## config.mk

```make
export PLATFORM = sky130hd
export DESIGN_NAME = traffic_measure_ctrl
export DESIGN_NICKNAME = d
export VERILOG_FILES = /design/src/rtl/traffic_measure_ctrl.sv
export SDC_FILE = /design/constraint.sdc
export NUM_CORES = 1
export LEC_CHECK = 0
export CORE_AREA = 8 8 185 187
export CTS_CLUSTER_SIZE = 28
export DETAILED_ROUTE_END_ITERATION = 7
export DIE_AREA = 0 0 193 195
export PLACE_DENSITY_LB_ADDON = 0.2
export SLEW_MARGIN = 20
export SYNTH_ARGS = -nofsm -noshare
export SYNTH_HDL_FRONTEND = slang
export SYNTH_SLANG_ARGS = --single-unit
export TNS_END_PERCENT = 100
```

## constraint.sdc

```tcl
create_clock -name clk -period 5.1 [get_ports clk]
set_input_delay 1.53 -clock clk [delete_from_list [all_inputs] [get_ports clk]]
set_output_delay 1.53 -clock clk [all_outputs]
set_load 0.005 [all_outputs]
```

## src/rtl/traffic_measure_ctrl.sv

```systemverilog
// Measurement sequencer plus N-way round-robin merge of logger timestamp streams.
// Latency: control outputs registered (1 cycle after cause); merged beat valid 1 cycle after acceptance.
// Backpressure: output register holds while !ts_out_TREADY; input ready is granted only when the register can load.
module traffic_measure_ctrl #(
    parameter int N_LOGGERS    = 4,
    parameter int WINDOW_WIDTH = 32,
    parameter int DRAIN_CYCLES = 4
) (
    input  logic                      clk,
    input  logic                      aresetn,
    input  logic                      start,
    input  logic                      abort,
    input  logic [WINDOW_WIDTH-1:0]   window_len,
    output logic                      busy,
    output logic                      done,
    output logic [15:0]               session_id,
    output logic [63:0]               current_time,
    output logic                      measure,
    input  logic [64*N_LOGGERS-1:0]   ts_in_TDATA,
    input  logic [N_LOGGERS-1:0]      ts_in_TVALID,
    output logic [N_LOGGERS-1:0]      ts_in_TREADY,
    output logic [63:0]               ts_out_TDATA,
    output logic [7:0]                ts_out_TKEEP,
    output logic [15:0]               ts_out_TDEST,
    output logic [15:0]               ts_out_TID,
    output logic                      ts_out_TLAST,
    output logic                      ts_out_TVALID,
    input  logic                      ts_out_TREADY
);

    localparam int IW = $clog2(N_LOGGERS);
    localparam int DW = $clog2(DRAIN_CYCLES + 1);
    localparam logic [DW-1:0] DRAIN_LAST = DW'(DRAIN_CYCLES - 1);
    localparam logic [WINDOW_WIDTH-1:0] WIN_ONE = WINDOW_WIDTH'(1);

    typedef enum logic [2:0] {
        IDLE    = 3'd0,
        ARM     = 3'd1,
        MEASURE = 3'd2,
        DRAIN   = 3'd3,
        DONE    = 3'd4
    } state_t;

    state_t                  state_q, state_d;
    logic [WINDOW_WIDTH-1:0] rem_q, rem_d;
    logic [DW-1:0]           drain_q, drain_d;
    logic [15:0]             session_q, session_d;
    logic [63:0]             time_q, time_d;
    logic                    busy_q, busy_d;
    logic                    done_q, done_d;
    logic                    measure_q, measure_d;

    logic [IW-1:0]           ptr_q, ptr_d;
    logic                    out_vld_q, out_vld_d;
    logic [63:0]             out_dat_q, out_dat_d;
    logic [IW-1:0]           out_dest_q, out_dest_d;
    logic [15:0]             out_tid_q, out_tid_d;

    logic                    can_load;
    logic                    grant_vld;
    logic [IW-1:0]           grant_idx;
    logic [IW:0]             cand;

    // Session FSM; the window counter is loaded on start and counts down while measuring.
    always_comb begin
        state_d   = state_q;
        rem_d     = rem_q;
        drain_d   = drain_q;
        session_d = session_q;
        time_d    = time_q + 64'd1;
        case (state_q)
            IDLE: begin
                if (start && (window_len != '0)) begin
                    rem_d     = window_len;
                    session_d = session_q + 16'd1;
                    state_d   = ARM;
                end
            end
            ARM: state_d = MEASURE;
            MEASURE: begin
                rem_d = rem_q - WIN_ONE;
                // abort and final count collapse into the same single transition
                if (abort || (rem_q == WIN_ONE)) begin
                    state_d = DRAIN;
                    drain_d = '0;
                end
            end
            DRAIN: begin
                // minimum dwell first, then wait for every stream to be empty
                if (drain_q == DRAIN_LAST) begin
                    if ((ts_in_TVALID == '0) && !out_vld_q) begin
                        state_d = DONE;
                    end
                end else begin
                    drain_d = drain_q + DW'(1);
                end
            end
            DONE:    state_d = IDLE;
            default: state_d = IDLE;
        endcase
        busy_d    = (state_d != IDLE);
        done_d    = (state_d == DONE);
        measure_d = (state_d == MEASURE);
    end

    // Round-robin search upward from the pointer; a grant needs room in the output register.
    always_comb begin
        can_load  = !out_vld_q || ts_out_TREADY;
        grant_vld = 1'b0;
        grant_idx = '0;
        cand      = '0;
        for (int i = 0; i < N_LOGGERS; i++) begin
            cand = {1'b0, ptr_q} + (IW+1)'(i);
            if (cand >= (IW+1)'(N_LOGGERS)) begin
                cand = cand - (IW+1)'(N_LOGGERS);
            end
            if (!grant_vld && ts_in_TVALID[cand[IW-1:0]]) begin
                grant_vld = can_load;
                grant_idx = cand[IW-1:0];
            end
        end
        ts_in_TREADY = '0;
        if (grant_vld) begin
            ts_in_TREADY[grant_idx] = 1'b1;
        end
    end

    // Output register and pointer update: load on grant, empty on handshake, otherwise hold.
    always_comb begin
        ptr_d      = ptr_q;
        out_vld_d  = out_vld_q;
        out_dat_d  = out_dat_q;
        out_dest_d = out_dest_q;
        out_tid_d  = out_tid_q;
        if (grant_vld) begin
            out_vld_d  = 1'b1;
            out_dat_d  = ts_in_TDATA[{grant_idx, 6'b0} +: 64];
            out_dest_d = grant_idx;
            out_tid_d  = session_q;
            ptr_d      = (grant_idx == IW'(N_LOGGERS - 1)) ? '0 : grant_idx + IW'(1);
        end else if (out_vld_q && ts_out_TREADY) begin
            out_vld_d = 1'b0;
        end
    end

    // All state registers; reset clears everything including the time base and session count.
    always_ff @(posedge clk or negedge aresetn) begin
        if (!aresetn) begin
            state_q    <= IDLE;
            rem_q      <= '0;
            drain_q    <= '0;
            session_q  <= '0;
            time_q     <= '0;
            busy_q     <= 1'b0;
            done_q     <= 1'b0;
            measure_q  <= 1'b0;
            ptr_q      <= '0;
            out_vld_q  <= 1'b0;
            out_dat_q  <= '0;
            out_dest_q <= '0;
            out_tid_q  <= '0;
        end else begin
            state_q    <= state_d;
            rem_q      <= rem_d;
            drain_q    <= drain_d;
            session_q  <= session_d;
            time_q     <= time_d;
            busy_q     <= busy_d;
            done_q     <= done_d;
            measure_q  <= measure_d;
            ptr_q      <= ptr_d;
            out_vld_q  <= out_vld_d;
            out_dat_q  <= out_dat_d;
            out_dest_q <= out_dest_d;
            out_tid_q  <= out_tid_d;
        end
    end

    assign busy          = busy_q;
    assign done          = done_q;
    assign session_id    = session_q;
    assign current_time  = time_q;
    assign measure       = measure_q;
    assign ts_out_TVALID = out_vld_q;
    assign ts_out_TDATA  = out_dat_q;
    assign ts_out_TDEST  = {{(16-IW){1'b0}}, out_dest_q};
    assign ts_out_TID    = out_tid_q;
    assign ts_out_TKEEP  = {8{out_vld_q}};
    assign ts_out_TLAST  = out_vld_q;

endmodule

```

## Word-level counts from Yosys, hierarchy flattened

Cells that the tools add are included.

- Flip-flop bits (word level): 206
- Latch bits: 0
- Memory bits (writable): 0
- Memory bits (read-only): 0
- Bits of input ports: 297
- Output and inout port bits: 193
- Word-level logic and storage cells: 106
- Memories kept: 0

- Add/subtract/negate cells: 12
- Multipliers: 0
- Div/mod/pow operators: 0
- Order comparisons: 10
- Equal/unequal tests: 11
- Shift-type cells: 1
- Mux-type cells: 36
- Bitwise gates (word level): 0
- Reductions and logical operators: 23

Operators with widths:

| kind | count |
|---|---|
| indexed part select 256 x 9 -> 64 bit | 1 |
| adder 64 x 1 -> 64 bit, second input constant | 1 |
| one-hot mux 32 bit (2 select lines) | 1 |
| equality test 32 x 1 -> 1 bit, second input constant | 1 |
| two-way mux 32 bit | 1 |
| nonzero test 32 bit | 1 |
| subtractor 32 x 1 -> 32 bit, second input constant | 1 |
| two-way mux 2 bit | 9 |
| two-way mux 3 bit | 6 |
| adder 16 x 1 -> 16 bit, second input constant | 1 |
| less-than comparator 2 x 3 -> 1 bit, second input constant | 5 |
| equality test 3 x 2 -> 1 bit, second input constant | 4 |
| one-hot mux 3 bit (4 select lines) | 1 |
| two-way mux 1 bit | 11 |
| >= comparator 3 bit, second input constant | 3 |
| binary-select mux 1 bit (select 2 bit) | 4 |
| subtractor 2 x 1 -> 2 bit, second input constant | 4 |
| logical AND 1 bit | 7 |
| adder 2 x 2 -> 3 bit, second input constant | 2 |
| inequality test 2 bit, second input constant | 3 |
| one-hot mux 3 bit (2 select lines) | 1 |
| nonzero test 2 bit | 3 |
| zero test 1 bit | 4 |
| zero test 4 bit | 1 |
| 15 further kinds | 17 |

## Logic depth before layout (Yosys ltp)

Gate-level depths: netlist of run 1.

- Word-level depth: 19
- Mapped depth: 10
- Depth with buffers taken out: 8

## Worst setup path before layout of run 1

No wires, ideal clock.

- Path type: input to output
- Start: input port ts_out_TREADY
- End: output port ts_in_TREADY[0]
- Data arrival time: 3.049 ns
- Required time: 3.570 ns
- Setup slack: 0.521 ns
- Stages on the path: 9
- Buffers on the path: 2
- Path through: and2b_2 a221oi_2 a21oi_2 o31ai_4 buf_6 buf_4 inv_2 ha_1 and2_1

- Word-level cells in the longest chain between the ends: 16
- Elaborated cells between the ends (all ways): 20
- Classes of those cells: order compare (2); mux (10); reduce/logical (8)

Ends and longest elaborated chain:

| element | line | source |
|---|---|---|
| start, declared | 28 | `input logic ts_out_TREADY` |
| logical OR 1 bit * | 108 | `can_load = !out_vld_q \|\| ts_out_TREADY;` |
| two-way mux 1 bit | 117 | `if (!grant_vld && ts_in_TVALID[cand[IW-1:0]]) begin` |
| zero test 1 bit | 117 |  |
| logical AND 1 bit | 117 |  |
| two-way mux 1 bit | 117 |  |
| zero test 1 bit | 117 |  |
| logical AND 1 bit | 117 |  |
| two-way mux 1 bit | 117 |  |
| zero test 1 bit | 117 |  |
| logical AND 1 bit | 117 |  |
| two-way mux 2 bit * | 117 |  |
| net grant_idx[0] | 61 | `logic [IW-1:0] grant_idx;` |
| less-than comparator 2 x 3 -> 1 bit (not written as such) / >= comparator 2 x 1 -> 1 bit (equally long branches) | 124 | `ts_in_TREADY[grant_idx] = 1'b1;` |
| logical AND 1 bit (not written as such) | 124 |  |
| two-way mux 1 bit (not written as such) | 124 |  |
| demux 1 bit (select 2 bit) * | 124 |  |
| two-way mux 4 bit * | 123 | `if (grant_vld) begin` |
| end, declared | 21 | `output logic [N_LOGGERS-1:0] ts_in_TREADY,` |

Mark *: on every way through the listed nets, which the timed path passes. The rest lies on a longest branch.

## Final worst setup path of run 1

- Start: input port ts_in_TVALID[3]
- End: output port ts_in_TREADY[2]

- Word-level cells in the longest chain between the ends: 17
- Elaborated cells between the ends (all ways): 28
- Classes of those cells: order compare (2); mux (19); reduce/logical (7)

Ends and longest elaborated chain:

| element | line | source |
|---|---|---|
| start, declared | 20 | `input logic [N_LOGGERS-1:0] ts_in_TVALID,` |
| binary-select mux 1 bit (select 2 bit) | 117 |  |
| two-way mux 1 bit (not written as such) | 117 |  |
| two-way mux 1 bit | 117 |  |
| zero test 1 bit | 117 |  |
| logical AND 1 bit | 117 |  |
| two-way mux 1 bit | 117 |  |
| zero test 1 bit | 117 |  |
| logical AND 1 bit | 117 |  |
| [2 not listed] | n/a |  |
| logical AND 1 bit | 117 |  |
| two-way mux 2 bit * | 117 |  |
| net grant_idx[1] | 61 |  |
| less-than comparator 2 x 3 -> 1 bit (not written as such) / >= comparator 2 x 1 -> 1 bit (equally long branches) | 124 |  |
| logical AND 1 bit (not written as such) | 124 |  |
| two-way mux 1 bit (not written as such) | 124 |  |
| demux 1 bit (select 2 bit) * | 124 |  |
| two-way mux 4 bit * | 123 |  |

Mark *: on every way through the listed nets, which the timed path passes. The rest lies on a longest branch. The select of a mux whose other input is x is not followed.

==> run metrics, run 1 <==
status finished, final reports clean; Worst EP arrival 3.44 ns; clock tree sinks 206; Routed Antenna Nets 0; crit path max fanout 6; largest net degree at the start of global routing 124; final hold viol count 0; starting DRC count in detailed routing 564; Rel. slew slack 0.346; fmax 0.201 GHz; Synth Cell Area 11900 µm²; initial core utilization 0.379; Ports 490; Yosys warning total 0; GRT Resource Usage Total 0.237; Worst Setup Path Type primary input to output port; Root Driver clkbuf_16; met3 Use GR 0.0682; CP startpoint ts_in_TVALID[3]; Pleak 7.42 nW; Post-synth EDFFs 0; sequential element share of the synthesized area 0.435; first-pass GRT wire length 69200 µm; post-detail-place hpwl 36000 µm; fin crit period 4.97 ns; final max-slew violation count 0; hold_buf cts 0; CTS buffer count 25; VDD IR max 313 µV; ratio of cells with drive above 1 in the final layout 0.133; drt total wl 47100 µm; Layout Area Growth over Synthesis 51.4%; Mapped Cells 1120; leading register cell type out of synthesis dfrtp_1; Seq cells post-synth 206; Clock Latency Late Sink 0.54 ns; vias in the first global route 11100; Critical Path Sink Type output port; worst r2r src ptr_q[1]; First-pass DRT Iterations 5; core area 31200 µm²; worst setup margin 0.129 ns; CTS tree built; Die Wd 193 µm; Final TNS setup 0 ns; Max-Cap Viols 0; Final period util 0.975; initial antenna violation count 16; chip height 195 µm; commonest non-fill, non-tap cell in the layout clkdlybuf4s50_1; Vias 10700; Setup-failing EPs final 0; hold_sp ts_out_TID[12]; dpl ws -0.549 ns; CP Launch Type primary input; Reg clk slew, reported paths 0.06 ns; Req. time, crit path 3.57 ns; GPL Wtd Cong 0.854; clk buf depth 3; drt wl/cell 23.1 µm; library cells used by synthesis 81; syn avg cell area 10.6 µm²; vias per inst 5.27; htree depth 1; buffers added on ports 475; FFs w/ async S/R, synth 1.00; PwrDens 393 nW/µm²; num rows 65; Hold WC Path Type flop to flop; Final Skew 0.0133 ns; worst-margin pin slew 0.982 ns; grt met1 use 0.272; grt total ovfl 0; Remaining DRCs 0; met2 usage 0.396; RSZ-0062 raised after global routing false; global route hottest layer met2; commonest non-fill, non-tap cells in the layout 465 x clkdlybuf4s50_1, 206 x dfrtp_1, 173 x nand2_1; die area 37600 µm²; final net count 1911
-- per-layer routing --
metal  vias up  wire, µm
li1       5031         -
met1      5249     18000
met2       369     23100
met3        75      4000
met4         6      1970
met5         -        30
-- final timing paths --
kind                               endpoint  slack (ns)  cells after the start
max                         ts_in_TREADY[2]        0.13                     10
min                          ts_out_TID[12]        0.47                      2
max reg2reg                 ts_out_TDATA[6]        0.99                     10
min reg2reg                  ts_out_TID[12]        0.47                      2
max in group asynchronous  ts_out_TDATA[56]        3.02                      2
min in group asynchronous  ts_out_TDATA[16]        1.07                      1
-- kinds of logic (layout without fill, tap and decap cells) --
group,count (synthesis),count (layout),synth area share
AOI/OAI and AO/OA,166,166,0.141
xor gates and xnor gates,79,79,0.0584
adders and majority gates,10,10,0.0106
buffers and inverters,109,597,0.0610
DFF,206,206,0.435
muxes,131,131,0.111
other,1,27,0.000316
and+or+nand+nor,418,418,0.183
-- critical path: stages --
cell and delay [ns]:
dlygate4sd2_1 0.34, nor2b_1 0.10, a41oi_1 0.34, o31ai_4 0.13, a2111oi_4 0.26, or2_4 0.20
buf_6 0.09, ha_1 0.13, and2_1 0.11, clkdlybuf4s15_2 0.20
-- cell usage after synthesis, drive strengths merged, types with 9 or more instances --
| cell | instances | area share |
|---|---|---|
| buf | 66 | 0.046 |
| and3 | 16 | 0.0084 |
| mux2i | 131 | 0.11 |
| and4 | 9 | 0.0067 |
| a21oi | 27 | 0.012 |
| nand4 | 33 | 0.019 |
| nor3 | 24 | 0.012 |
| clkbuf | 17 | 0.0060 |
| and2 | 10 | 0.0053 |
| nor2 | 63 | 0.021 |
| inv | 25 | 0.0079 |
| dfrtp | 206 | 0.44 |
| nor4 | 20 | 0.015 |
| nand3 | 34 | 0.015 |
| ha | 10 | 0.011 |
| o21ai | 20 | 0.0084 |
| xnor2 | 60 | 0.044 |
| xor2 | 19 | 0.014 |
| nand2 | 173 | 0.055 |
| o221ai | 66 | 0.081 |
-- timing repair --
| item | in CTS | in global routing |
|---|---|---|
| pin swaps | 5 | 7 |
| cloned | 1 | 0 |
| setup buffers | 4 | 2 |
| endpoints found under the setup margin | 4 | 4 |
| gates resized for setup | 31 | 14 |
-- stage by stage --
stage	hold WS [ns]	total power, mW	std cells	util	area [µm²]
floorplan	0.457	3.93	1133	-	11900
CTS	0.473	7.10	2021	0.572	17900
detailed placement	0.461	5.27	1972	0.544	17000
global placement	0.457	5.21	1972	0.544	17000
finish	0.471	7.05	2036	0.574	17900
global route	0.497	7.39	2036	0.574	17900
-- sequential cells by signal (all words and copies together) (netlist names) --
name,flops
ts_out_TLAST,1
ts_out_TID,16
ptr_q,2
state_q,3
current_time,64
session_id,16
drain_q,3
rem_q,32
ts_out_TDATA,64
measure,1
busy,1
done,1
out_dest_q,2
-- where the power goes --
group          switching [mW]  internal [mW]  total (mW)
combinational            1.42           1.56        2.98
clock                   0.733           1.03        1.76
sequential              0.307           1.99        2.30
total                    2.46           4.59        7.05
-- layout make-up --
type / count / area (µm²)
flip-flops and latches: 206 / 5150
diodes: 13 / 32.5
clock inverters: 10 / 96.3
repair buffers: 528 / 5220
multi-input cells: 818 / 6130
fillers: 2739 / 13300
well taps: 402 / 503
inverters: 25 / 93.8
clock buffers: 34 / 709
Power figures use the tool's default switching activity.
==> run 2: changes to the inputs <==
Settings changed: DONT_BUFFER_PORTS from default to 1, MAX_ROUTING_LAYER from default to met4.
==> run 2 against run 1 <==
Global-route usage shrank 3.0 points. Worst setup slack better by 0.27 ns. First-iteration DRC count shrank 45%. Wire length shrank 15%. Flip-flop and latch count is the same. Clock skew shrank 0.0033 ns. Fmax is 5.6% higher. Count of clock-buffer cells in the layout increased by 1.
==> run metrics, run 2 (synthesized netlist as in run 1, its figures left out) <==
status finished, final reports clean; Vias 8640; Worst Setup Path Type primary input to output port; Post-CTS Resized 0; Reg clk slew, reported paths 0.06 ns; final net count 1393; ratio of cells with drive above 1 in the final layout 0.138; post-detail-place hpwl 30800 µm; CTS buffer count 24; grt total ovfl 0; Die Wd 193 µm; worst path cell trace nand2b_1 -> a41oi_1 -> o31ai_1 -> a2111oi_2 -> or2_2 -> inv_1 -> ha_1 -> and2_1; RSZ-0062 raised after global routing false; worst r2r src ptr_q[1]; Critical Path Sink Type output port; Clock Latency Late Sink 0.51 ns; vias per inst 5.74; vias in the first global route 8684; RR Endpoint ts_out_TDATA[34]; worst hold path stage count 1; fmax 0.212 GHz; Rel. slew slack 0.424; hold_buf cts 0; drt total wl 40200 µm; Max-Cap Viols 0; Final TNS setup 0 ns; First-pass DRT Iterations 4; Final Skew 0.0100 ns; die area 37600 µm²; Worst path slowest cell a2111oi_2; htree depth 1; Req. time, crit path 3.57 ns; starting DRC count in detailed routing 312; CP startpoint ts_out_TREADY; PwrDens 468 nW/µm²; Layout Area Growth over Synthesis 6.93%; Routed Antenna Nets 0; final hold slack 0.493 ns; Ports 490; crit path max fanout 6; worst reg-to-reg path cell count 7; CP Launch Type primary input; Worst EP arrival 3.18 ns; CTS tree built; clk buf depth 3; dpl ws 0.403 ns; initial antenna violation count 4; GPL Wtd Cong 0.821; first-pass GRT wire length 57600 µm; Final period util 0.923; buffers added on ports 0; worst-margin pin slew 0.864 ns; Root Driver clkbuf_16; core area 31200 µm²; chip height 195 µm; clock tree sinks 206; Pleak 5.34 nW; final max-slew violation count 0; CP endpoint ts_in_TREADY[1]; num rows 65; Remaining DRCs 0; commonest non-fill, non-tap cell in the layout dfrtp_1; drt wl/cell 26.7 µm; largest net degree at the start of global routing 207; fin crit period 4.71 ns; Hold WC Path Type flop to flop; Setup-failing EPs final 0; Power, Total 5.93 mW; final hold viol count 0; worst setup margin 0.394 ns; initial core utilization 0.379; VDD IR max 281 µV; GRT Resource Usage Total 0.207; R2R Setup Slk 1.85 ns; commonest non-fill, non-tap cells in the layout 206 x dfrtp_1, 173 x nand2_1, 131 x mux2i_1; worst stage delay on the critical path 0.44 ns; Setup Buffers After CTS 0
-- run 2: final cells by class --
| class | count | area [µm²] |
|---|---|---|
| Fill cell | 3086 | 18600 |
| Antenna cell | 2 | 5.00 |
| Multi-Input combinational cell | 818 | 6050 |
| Tap cell | 402 | 503 |
| Timing Repair Buffer | 11 | 120 |
| Sequential cell | 206 | 5150 |
| Clock inverter | 7 | 35.0 |
| Clock buffer | 35 | 713 |
| Inverter | 25 | 93.8 |
-- run 2: where the power goes --
part / internal, mW / leakage, nW / switching (mW)
combinational: 0.808 / 2.34 / 0.978
sequential: 2.00 / 2.62 / 0.494
clock: 0.963 / 0.377 / 0.688
total: 3.77 / 5.34 / 2.16
-- run 2: how the worst min path moves through the flow --
| stage | start | to | slack (ns) |
|---|---|---|---|
| finish | drain_q[0] | drain_q[0] | 0.49 |
| global route | drain_q[0] | drain_q[0] | 0.52 |
| CTS | drain_q[0] | drain_q[0] | 0.50 |
| detailed placement | rem_q[20] | rem_q[20] | 0.49 |
| global placement | drain_q[0] | drain_q[0] | 0.48 |
| floorplan | drain_q[0] | drain_q[0] | 0.46 |
-- run 2: per-stage QoR --
stage,cell area [µm²],cells,utilization
floorplan,11900,1133,-
global placement,11900,1462,0.382
detailed placement,11900,1462,0.382
CTS,12700,1504,0.406
global route,12700,1506,0.406
finish,12700,1506,0.406
-- run 2: critical path: cells and delay by family --
family                     cells  cell delay, ns
AOI/OAI and AO/OA              3            0.82
and+or+nand+nor                3            0.61
adders and majority gates      1            0.17
buffers and inverters          1            0.06
-- run 2: metal layers --
layer | GRT usage | routed length, µm | up-vias | share of wire
li1 | - | - | 3986 | -
met1 | 0.235 | 15300 | 4283 | 0.38
met2 | 0.347 | 20300 | 316 | 0.50
met3 | 0.0563 | 3410 | 55 | 0.085
met4 | 0.0727 | 1230 | 0 | 0.031
met5 | - | 0 | - | 0
==> run 3: changes to the inputs <==
Settings changed: TNS_END_PERCENT 100 to 10.
==> results of run 3 <==
The final DEF is identical to that of run 2; final timing and power are the same.
